File: src/rtl/bk_spi_pkg.sv
// rtl/bk_spi_pkg.sv - shared types, defaults and idle levels for the SPI master
package bk_spi_pkg;

    typedef enum logic [1:0] {
        IDLE,
        SETUP,
        SHIFT,
        HOLD
    } bk_spi_state_e;

    localparam int DIV_DEF      = 4;
    localparam int CS_IDLE_DEF  = 64;
    localparam int SLOW_DIV_DEF = 100;

    localparam logic SCK_IDLE  = 1'b0;
    localparam logic MOSI_IDLE = 1'b1;

    function automatic int max_int(input int a, input int b);
        return (a > b) ? a : b;
    endfunction

endpackage

File: src/rtl/bk_spi_tick.sv
// rtl/bk_spi_tick.sv - half-period down-counter emitting one-cycle ticks
module bk_spi_tick
    import bk_spi_pkg::*;
#(
    parameter int DIV      = DIV_DEF,
    parameter int SLOW_DIV = SLOW_DIV_DEF
) (
    input  logic clk,
    input  logic reset_n,
    input  logic clear_i,
    input  logic slow_i,
    output logic tick_o
);

    localparam int CW = $clog2(max_int(DIV, SLOW_DIV)) + 1;
    localparam logic [CW-1:0] FAST_LOAD = CW'(DIV - 1);
    localparam logic [CW-1:0] SLOW_LOAD = CW'(SLOW_DIV - 1);

    logic [CW-1:0] cnt_q, cnt_d;
    logic          slow_q, slow_d;

    // Tick fires on the last cycle of each half-period.
    assign tick_o = (cnt_q == '0);

    // Reload on clear (latching the speed select) or at half-period end, else count down.
    always_comb begin
        slow_d = slow_q;
        cnt_d  = cnt_q - 1'b1;
        if (clear_i) begin
            slow_d = slow_i;
            cnt_d  = slow_i ? SLOW_LOAD : FAST_LOAD;
        end else if (tick_o) begin
            cnt_d = slow_q ? SLOW_LOAD : FAST_LOAD;
        end
    end

    // Counter and latched speed select.
    always_ff @(posedge clk or negedge reset_n) begin
        if (!reset_n) begin
            cnt_q  <= FAST_LOAD;
            slow_q <= 1'b0;
        end else begin
            cnt_q  <= cnt_d;
            slow_q <= slow_d;
        end
    end

endmodule

File: src/rtl/bk_spi_master.sv
// rtl/bk_spi_master.sv - byte-wide SPI mode-0 master with auto chip select; BK_SPI_SLOWCLK_EN adds slow port
module bk_spi_master
    import bk_spi_pkg::*;
#(
    parameter int DIV      = DIV_DEF,
    parameter int CS_IDLE  = CS_IDLE_DEF,
    parameter int SLOW_DIV = SLOW_DIV_DEF
) (
    input  logic       clk,
    input  logic       reset_n,
    input  logic       spi_wren,
    input  logic [7:0] spi_do,
    output logic [7:0] spi_di,
    output logic       spi_dsr,
    output logic       sck,
    output logic       mosi,
    input  logic       miso,
`ifdef BK_SPI_SLOWCLK_EN
    input  logic       slow,
`endif
    output logic       cs_n
);

    localparam int IW = $clog2(CS_IDLE + 1);
    localparam logic [IW-1:0] IDLE_LAST = IW'(CS_IDLE - 1);

    bk_spi_state_e state_q, state_d;
    logic          sck_q, sck_d, mosi_q, mosi_d, cs_n_q, cs_n_d, dsr_q, dsr_d;
    logic [7:0]    di_q, di_d, tx_q, tx_d, rx_q, rx_d;
    logic [2:0]    bit_q, bit_d;
    logic [IW-1:0] idle_q, idle_d;
    logic          wren_q;
    logic          start, accept, tick, slow_sel;

`ifdef BK_SPI_SLOWCLK_EN
    assign slow_sel = slow;
`else
    assign slow_sel = 1'b0;
`endif

    assign start  = spi_wren & ~wren_q;
    assign accept = start & ((state_q == IDLE) | (state_q == HOLD));

    bk_spi_tick #(
        .DIV      (DIV),
        .SLOW_DIV (SLOW_DIV)
    ) u_tick (
        .clk     (clk),
        .reset_n (reset_n),
        .clear_i (accept),
        .slow_i  (slow_sel),
        .tick_o  (tick)
    );

    // Next-state and output logic; starts outside IDLE/HOLD are ignored.
    always_comb begin
        state_d = state_q;
        sck_d   = sck_q;
        mosi_d  = mosi_q;
        cs_n_d  = cs_n_q;
        dsr_d   = dsr_q;
        di_d    = di_q;
        tx_d    = tx_q;
        rx_d    = rx_q;
        bit_d   = bit_q;
        idle_d  = idle_q;
        case (state_q)
            IDLE: begin
                if (accept) begin
                    state_d = SETUP;
                    cs_n_d  = 1'b0;
                    dsr_d   = 1'b0;
                    tx_d    = spi_do;
                    mosi_d  = spi_do[7];
                    bit_d   = 3'd0;
                end
            end
            SETUP: begin
                if (tick) state_d = SHIFT;
            end
            SHIFT: begin
                if (tick) begin
                    if (!sck_q) begin
                        sck_d = 1'b1;
                        rx_d  = {rx_q[6:0], miso};
                    end else begin
                        sck_d = SCK_IDLE;
                        bit_d = bit_q + 3'd1;
                        if (bit_q == 3'd7) begin
                            state_d = HOLD;
                            di_d    = rx_q;
                            dsr_d   = 1'b1;
                            idle_d  = '0;
                        end else begin
                            tx_d   = {tx_q[6:0], 1'b0};
                            mosi_d = tx_q[6];
                        end
                    end
                end
            end
            HOLD: begin
                if (accept) begin
                    state_d = SHIFT;
                    dsr_d   = 1'b0;
                    tx_d    = spi_do;
                    mosi_d  = spi_do[7];
                    idle_d  = '0;
                end else if (idle_q == IDLE_LAST) begin
                    state_d = IDLE;
                    cs_n_d  = 1'b1;
                    mosi_d  = MOSI_IDLE;
                    idle_d  = '0;
                end else begin
                    idle_d = idle_q + 1'b1;
                end
            end
            default: state_d = IDLE;
        endcase
    end

    // State and output registers; reset abandons any transfer immediately.
    always_ff @(posedge clk or negedge reset_n) begin
        if (!reset_n) begin
            state_q <= IDLE;
            sck_q   <= SCK_IDLE;
            mosi_q  <= MOSI_IDLE;
            cs_n_q  <= 1'b1;
            dsr_q   <= 1'b1;
            di_q    <= 8'hFF;
            tx_q    <= 8'h00;
            rx_q    <= 8'h00;
            bit_q   <= 3'd0;
            idle_q  <= '0;
            wren_q  <= 1'b0;
        end else begin
            state_q <= state_d;
            sck_q   <= sck_d;
            mosi_q  <= mosi_d;
            cs_n_q  <= cs_n_d;
            dsr_q   <= dsr_d;
            di_q    <= di_d;
            tx_q    <= tx_d;
            rx_q    <= rx_d;
            bit_q   <= bit_d;
            idle_q  <= idle_d;
            wren_q  <= spi_wren;
        end
    end

    assign sck     = sck_q;
    assign mosi    = mosi_q;
    assign cs_n    = cs_n_q;
    assign spi_dsr = dsr_q;
    assign spi_di  = di_q;

endmodule
File: config.mk
export PLATFORM = sky130hd
export DESIGN_NAME = bk_spi_master
export DESIGN_NICKNAME = d
export VERILOG_FILES = /design/src/rtl/bk_spi_pkg.sv /design/src/rtl/bk_spi_tick.sv /design/src/rtl/bk_spi_master.sv
export SDC_FILE = /design/constraint.sdc
export NUM_CORES = 1
export LEC_CHECK = 0
export BUFFER_PORTS_ARGS = -buffer_cell sky130_fd_sc_hd__buf_4
export CAP_MARGIN = 10
export CORE_ASPECT_RATIO = 2
export CORE_MARGIN = 8
export CORE_UTILIZATION = 50
export DETAILED_ROUTE_END_ITERATION = 6
export PLACE_DENSITY_LB_ADDON = 0.08
export SKIP_CTS_REPAIR_TIMING = 1
export SYNTH_ARGS = -nofsm -noshare
export SYNTH_HDL_FRONTEND = slang
export SYNTH_HIERARCHICAL = 1
export SYNTH_SLANG_ARGS = --single-unit
File: constraint.sdc
create_clock -name clk -period 6.3 [get_ports clk]
set_input_delay 1.26 -clock clk [delete_from_list [all_inputs] [get_ports clk]]
set_output_delay 1.26 -clock clk [all_outputs]
set_load 0.005 [all_outputs]
# Yosys cells after proc, flatten, opt, wreduce, memory -nomap -nowiden
# Cells that the tools add are included.
classes:
  addsub: 3
  n_eq_ne: 15
  muxes: 40
  n_bitwise: 5
  n_reduce_logical: 18
ops:
  columns: ["op", "n"]
  rows:
  - ["$mux 7", 9]
  - ["$pmux 7 s2", 2]
  - ["$mux 8", 2]
  - ["$reduce_and 4->1", 4]
  - ["$mux 2", 7]
  - ["$ne 2x2->1 const B", 7]
  - ["$mux 1", 12]
  - ["$reduce_and 6->1", 2]
  - ["$reduce_and 5->1", 2]
  - ["$mux 3", 3]
  - ["$logic_not 8->1", 1]
  - ["$pmux 2 s4", 1]
  - ["$reduce_bool 2->1", 4]
  - ["$sub 8x1->8 const B", 1]
  - ["$add 7x1->7 const B", 1]
  - ["$eq 7x6->1 const B", 1]
  - ["$pmux 3 s2", 1]
  - ["$eq 2x2->1 const B", 2]
  - ["$ne 2x1->1 const B", 2]
  - ["$pmux 1 s2", 2]
  - ["$add 3x1->3 const B", 1]
  - ["$eq 3x3->1 const B", 1]
  - ["$ne 3x2->1 const B", 1]
  - ["$pmux 1 s3", 1]
  - ["other kinds (9)", 11]
totals:
  ff_bits: 48
  input_bits: 12
  output_inout_bits: 12
  word_cells: 93

# Logic depth before layout (Yosys ltp)
depth:
  word_depth: 5
  depth_mapped: 8
  depth_no_buf: 7

# By module
# Netlist, hierarchy kept.
modules_own_cells:
  columns: ["mod", "instances", "cells_per_inst", "area_each_um2", "seq_area_each_um2"]
  rows:
  - ["bk_spi_master", 1, 158, 1981.9, 1014.7]
  - ["bk_spi_tick", 1, 47, 481.7, 227.7]

# Worst setup path before layout
# OpenSTA, ideal clock, no wires.
synth_timing:
  kind: "input -> register"
  startpoint: "in spi_wren"
  endpoint: "reg u_tick.cnt_q[6]"
  setup_time_ns: 0.121
  arrival_time_ns: 2.274
  required_ns: 6.179
  slack_ns: 3.905
  cell_stages: 5
  n_path_buf: 1
  path_cell_list: "or3b_4 inv_1 clkbuf_1 a41oi_1 a22o_1"
synth_via:
  elab_chain_len: 3
synth_lines:
  columns: ["element", "line", "source"]
  rows:
  - ["from (decl)", "bk_spi_master.sv:11", "input logic spi_wren,"]
  - ["$and 1x1->1", "bk_spi_master.sv:41", "assign start = spi_wren & ~wren_q;"]
  - ["$and 1x1->1", "bk_spi_master.sv:42", "assign accept = start & ((state_q == IDLE) | (state_q == HOLD));"]
  - ["net accept", "bk_spi_master.sv:33", "logic start, accept, tick, slow_sel;"]
  - ["$mux 8", "bk_spi_tick.sv:29", "if (clear_i) begin"]
  - ["net u_tick.cnt_d[6]", "bk_spi_tick.sv:19", "logic [CW-1:0] cnt_q, cnt_d;"]
  - ["to (signal assigned)", "bk_spi_tick.sv:43", "cnt_q <= cnt_d;"]
  - ["to (decl)", "bk_spi_tick.sv:19", null]
# The timed path passes the listed nets, and every way through them passes these cells.
# A chain may end at the register's enable or synchronous reset.

# Final worst setup path
layout_timing:
  startpoint: "reg u_tick.cnt_q[4]"
  endpoint: "reg idle_q[2]"
layout_via:
  elab_chain_len: 3
layout_lines:
  columns: ["element", "line", "source"]
  rows:
  - ["$logic_not 8->1", "bk_spi_tick.sv:23", "assign tick_o = (cnt_q == '0);"]
  - ["net tick", "bk_spi_master.sv:33", null]
  - ["$ne 2x2->1 (no source line)", null, null]
  - ["$reduce_and 4->1 (no source line)", null, null]
  - ["to (signal assigned)", "bk_spi_master.sv:145", "idle_q <= idle_d;"]
  - ["to (decl)", "bk_spi_master.sv:31", "logic [IW-1:0] idle_q, idle_d;"]
# The timed path passes the listed nets, and every way through them passes these cells.

==> reports/qor.yml <==
io_buffers: 23
setup_slack_ps: 3776
multi_input_area_um2: 1164
die_y_um: 115.3
dp_hpwl_mm: 3.535
path_class: "register to register"
clk_pin_slew_ps: 90
synth_top_area_share_pct: 36.57
synth_warnings: 6
nNetsFinal: 252
clockBufferDepth: 2
io_pins: 24
slew_headroom_pct: 59.30
start_util_pct: 51.12
cts_root_buf: "clkbuf_8"
layout-drive-gt1-share_pct: 39.22
final_antenna_net_count: 0
grt_pass1_vias: 1759
detail_route.iter0.violations: 30
post-route-period-util_pct: 40.07
synth_ff_type: "dfrtp_1"
final_common_cell: "dfrtp_1"
endpoint_kind: "register"
numClockSinks: 49
yosysTopAreaCell: "dfrtp_1"
drc: 0
total_power_mw: 0.8035
cts_made_buffers: 5
ys_ff_latch: 49
slowest_stage: "and3_1"
dp_slack_ps: 3733
hold_class: "register to register"
critPathLaunchType: "register"
rsz0062_at_grt: "false"
grt_overflow_total: 0
die_x_um: 65.64
ir_drop_v: 0.0002046
vias_per_cell: 5.696
p_per_area_nw_per_um2: 285.5
cp.required_ps: 6490
whs_ps: 500.1
fin_util_pct: 58.39
wl_per_cell_um: 16.34
skew_ps: 6.607
finalSetupViolCount: 0
finalHoldViolCount: 0
synthTopCellsByArea: "dfrtp_1 37%, mux2_2 14%, dfstp_2 14%"
core_um2: 4820
max_stage_delay_ps: 470
area_growth_pct: 14.22
fillers: 414
synth-async-reset-ratio_pct: 100.0
synth_area_um2: 2464
die_area_um2: 7566
grt_pass1_wl_mm: 8.010
regArea_um2: 1242
synth_cell_types: 52
wl_mm: 4.723
period_minus_slack_ps: 2524
synth_edf_count: 0
drv_cap: 0
grt_max_degree: 50
htreeDepth: 2
clock_latency_ps: 300
leakagePower_nw: 1.388
place.gp.congestion: 0.7879
cts_tree: "done"
final_cell_mix: "36 x dfrtp_1, 31 x mux2_2, 23 x buf_4"
path_max_fanout: 11
track_usage_pct: 13.44
yosysSeqAreaShare_pct: 50.43
slew_violations: 0
setup-tns-final_ps: 0
antenna_found_initial: 0
vias: 1646
avgSynthCellArea_um2: 12.02
crit_arrival_ps: 2710
tightestPinTransition_ps: 610.5
dr.pass1.iters: 4
std_cell_rows: 36
cp_cell_sequence: "nor4_4 > and3_1 > nand4_2 > o21ai_1 > o21ai_0 > a22o_1"
syn_inst: 205
status: "complete, no violations"
fmax_mhz: 396.2
antenna_cells: 0
==> worst max-delay path: cells and delay by family (launching register included) <==
family          cells  cell delay [ps]
simple gates        3             1220
compound gates      3              760
flops               1              440
==> routing by layer <==
layer	up-vias	share of wire [%]	routed length [um]	GRT usage, %
met5	-	0	0	0
met4	0	2.5	116	6.305
met3	10	2.7	127	2.829
met2	22	56	2665	24.93
met1	830	38	1814	13.45
li1	784	-	-	-
==> through the flow <==
| stage | area (um2) | cells |
|---|---|---|
| after global routing | 2814 | 289 |
| after floorplan | 2467 | 206 |
| final | 2814 | 289 |
| after CTS | 2814 | 289 |
| after global placement | 2680 | 281 |
| after detailed placement | 2680 | 281 |
==> area by class of cell <==
cell class | count | area share, %
clock buffer | 5 | 2.446
clock inverter | 3 | 2.312
inverter | 8 | 1.067
multi-input combinational | 144 | 41.35
sequential | 49 | 44.15
tap | 57 | 2.534
timing repair buffer | 23 | 6.136
==> power breakdown <==
group          switching (mW)  internal [mW]
combinational          0.0623         0.0679
clock                   0.104          0.158
sequential             0.0485          0.364
total                   0.214          0.589
==> registers in the layout, summed over array words and instances (netlist names), 2 cells and up <==
signal and count:
idle_q 7, tx_q 7, u_tick/cnt_q 8, rx_q 8
bit_q 3, state_q 2, spi_di 8
==> cells in the mapped netlist (3+ instances only) <==
| library cell | n |
|---|---|
| and3_1 | 3 |
| mux2_2 | 31 |
| dfstp_2 | 13 |
| nor2_1 | 8 |
| ha_1 | 9 |
| a21oi_1 | 4 |
| nor3_1 | 7 |
| nand2_1 | 20 |
| dfrtp_1 | 36 |
| o21ai_0 | 9 |
| inv_1 | 8 |
| a22o_1 | 5 |
==> path summary, 6_finish.rpt <==
| kind | slack, ps | depth (start not counted) | endpoint | startpoint |
|---|---|---|---|---|
| setup reg to reg | 3780 | 6 | idle_q[2]$_DFFE_PN0P_ | u_tick/cnt_q[4]$_DFF_PN0_ |
| hold / removal | 500 | 1 | spi_dsr$_DFFE_PN1P_ | spi_dsr$_DFFE_PN1P_ |
| max in group asynchronous | 4920 | 1 | rx_q[3]$_DFFE_PN0P_ | reset_n |
| setup / recovery | 3780 | 6 | idle_q[2]$_DFFE_PN0P_ | u_tick/cnt_q[4]$_DFF_PN0_ |
| min in group asynchronous | 970 | 1 | idle_q[2]$_DFFE_PN0P_ | reset_n |
| hold reg to reg | 500 | 1 | spi_dsr$_DFFE_PN1P_ | spi_dsr$_DFFE_PN1P_ |
==> logic make-up after synthesis <==
logic type | Yosys count | share of synthesized area, %
muxes | 34 | 15.59
DFF | 49 | 50.43
buffers and inverters | 13 | 2.489
other | 1 | 0.1522
AOI/OAI and AO/OA | 35 | 11.38
xor gates and xnor gates | 3 | 1.067
adders and majority gates | 9 | 4.571
and+or+nand+nor | 61 | 14.32
Note: power is estimated with default switching activity, not from simulation.
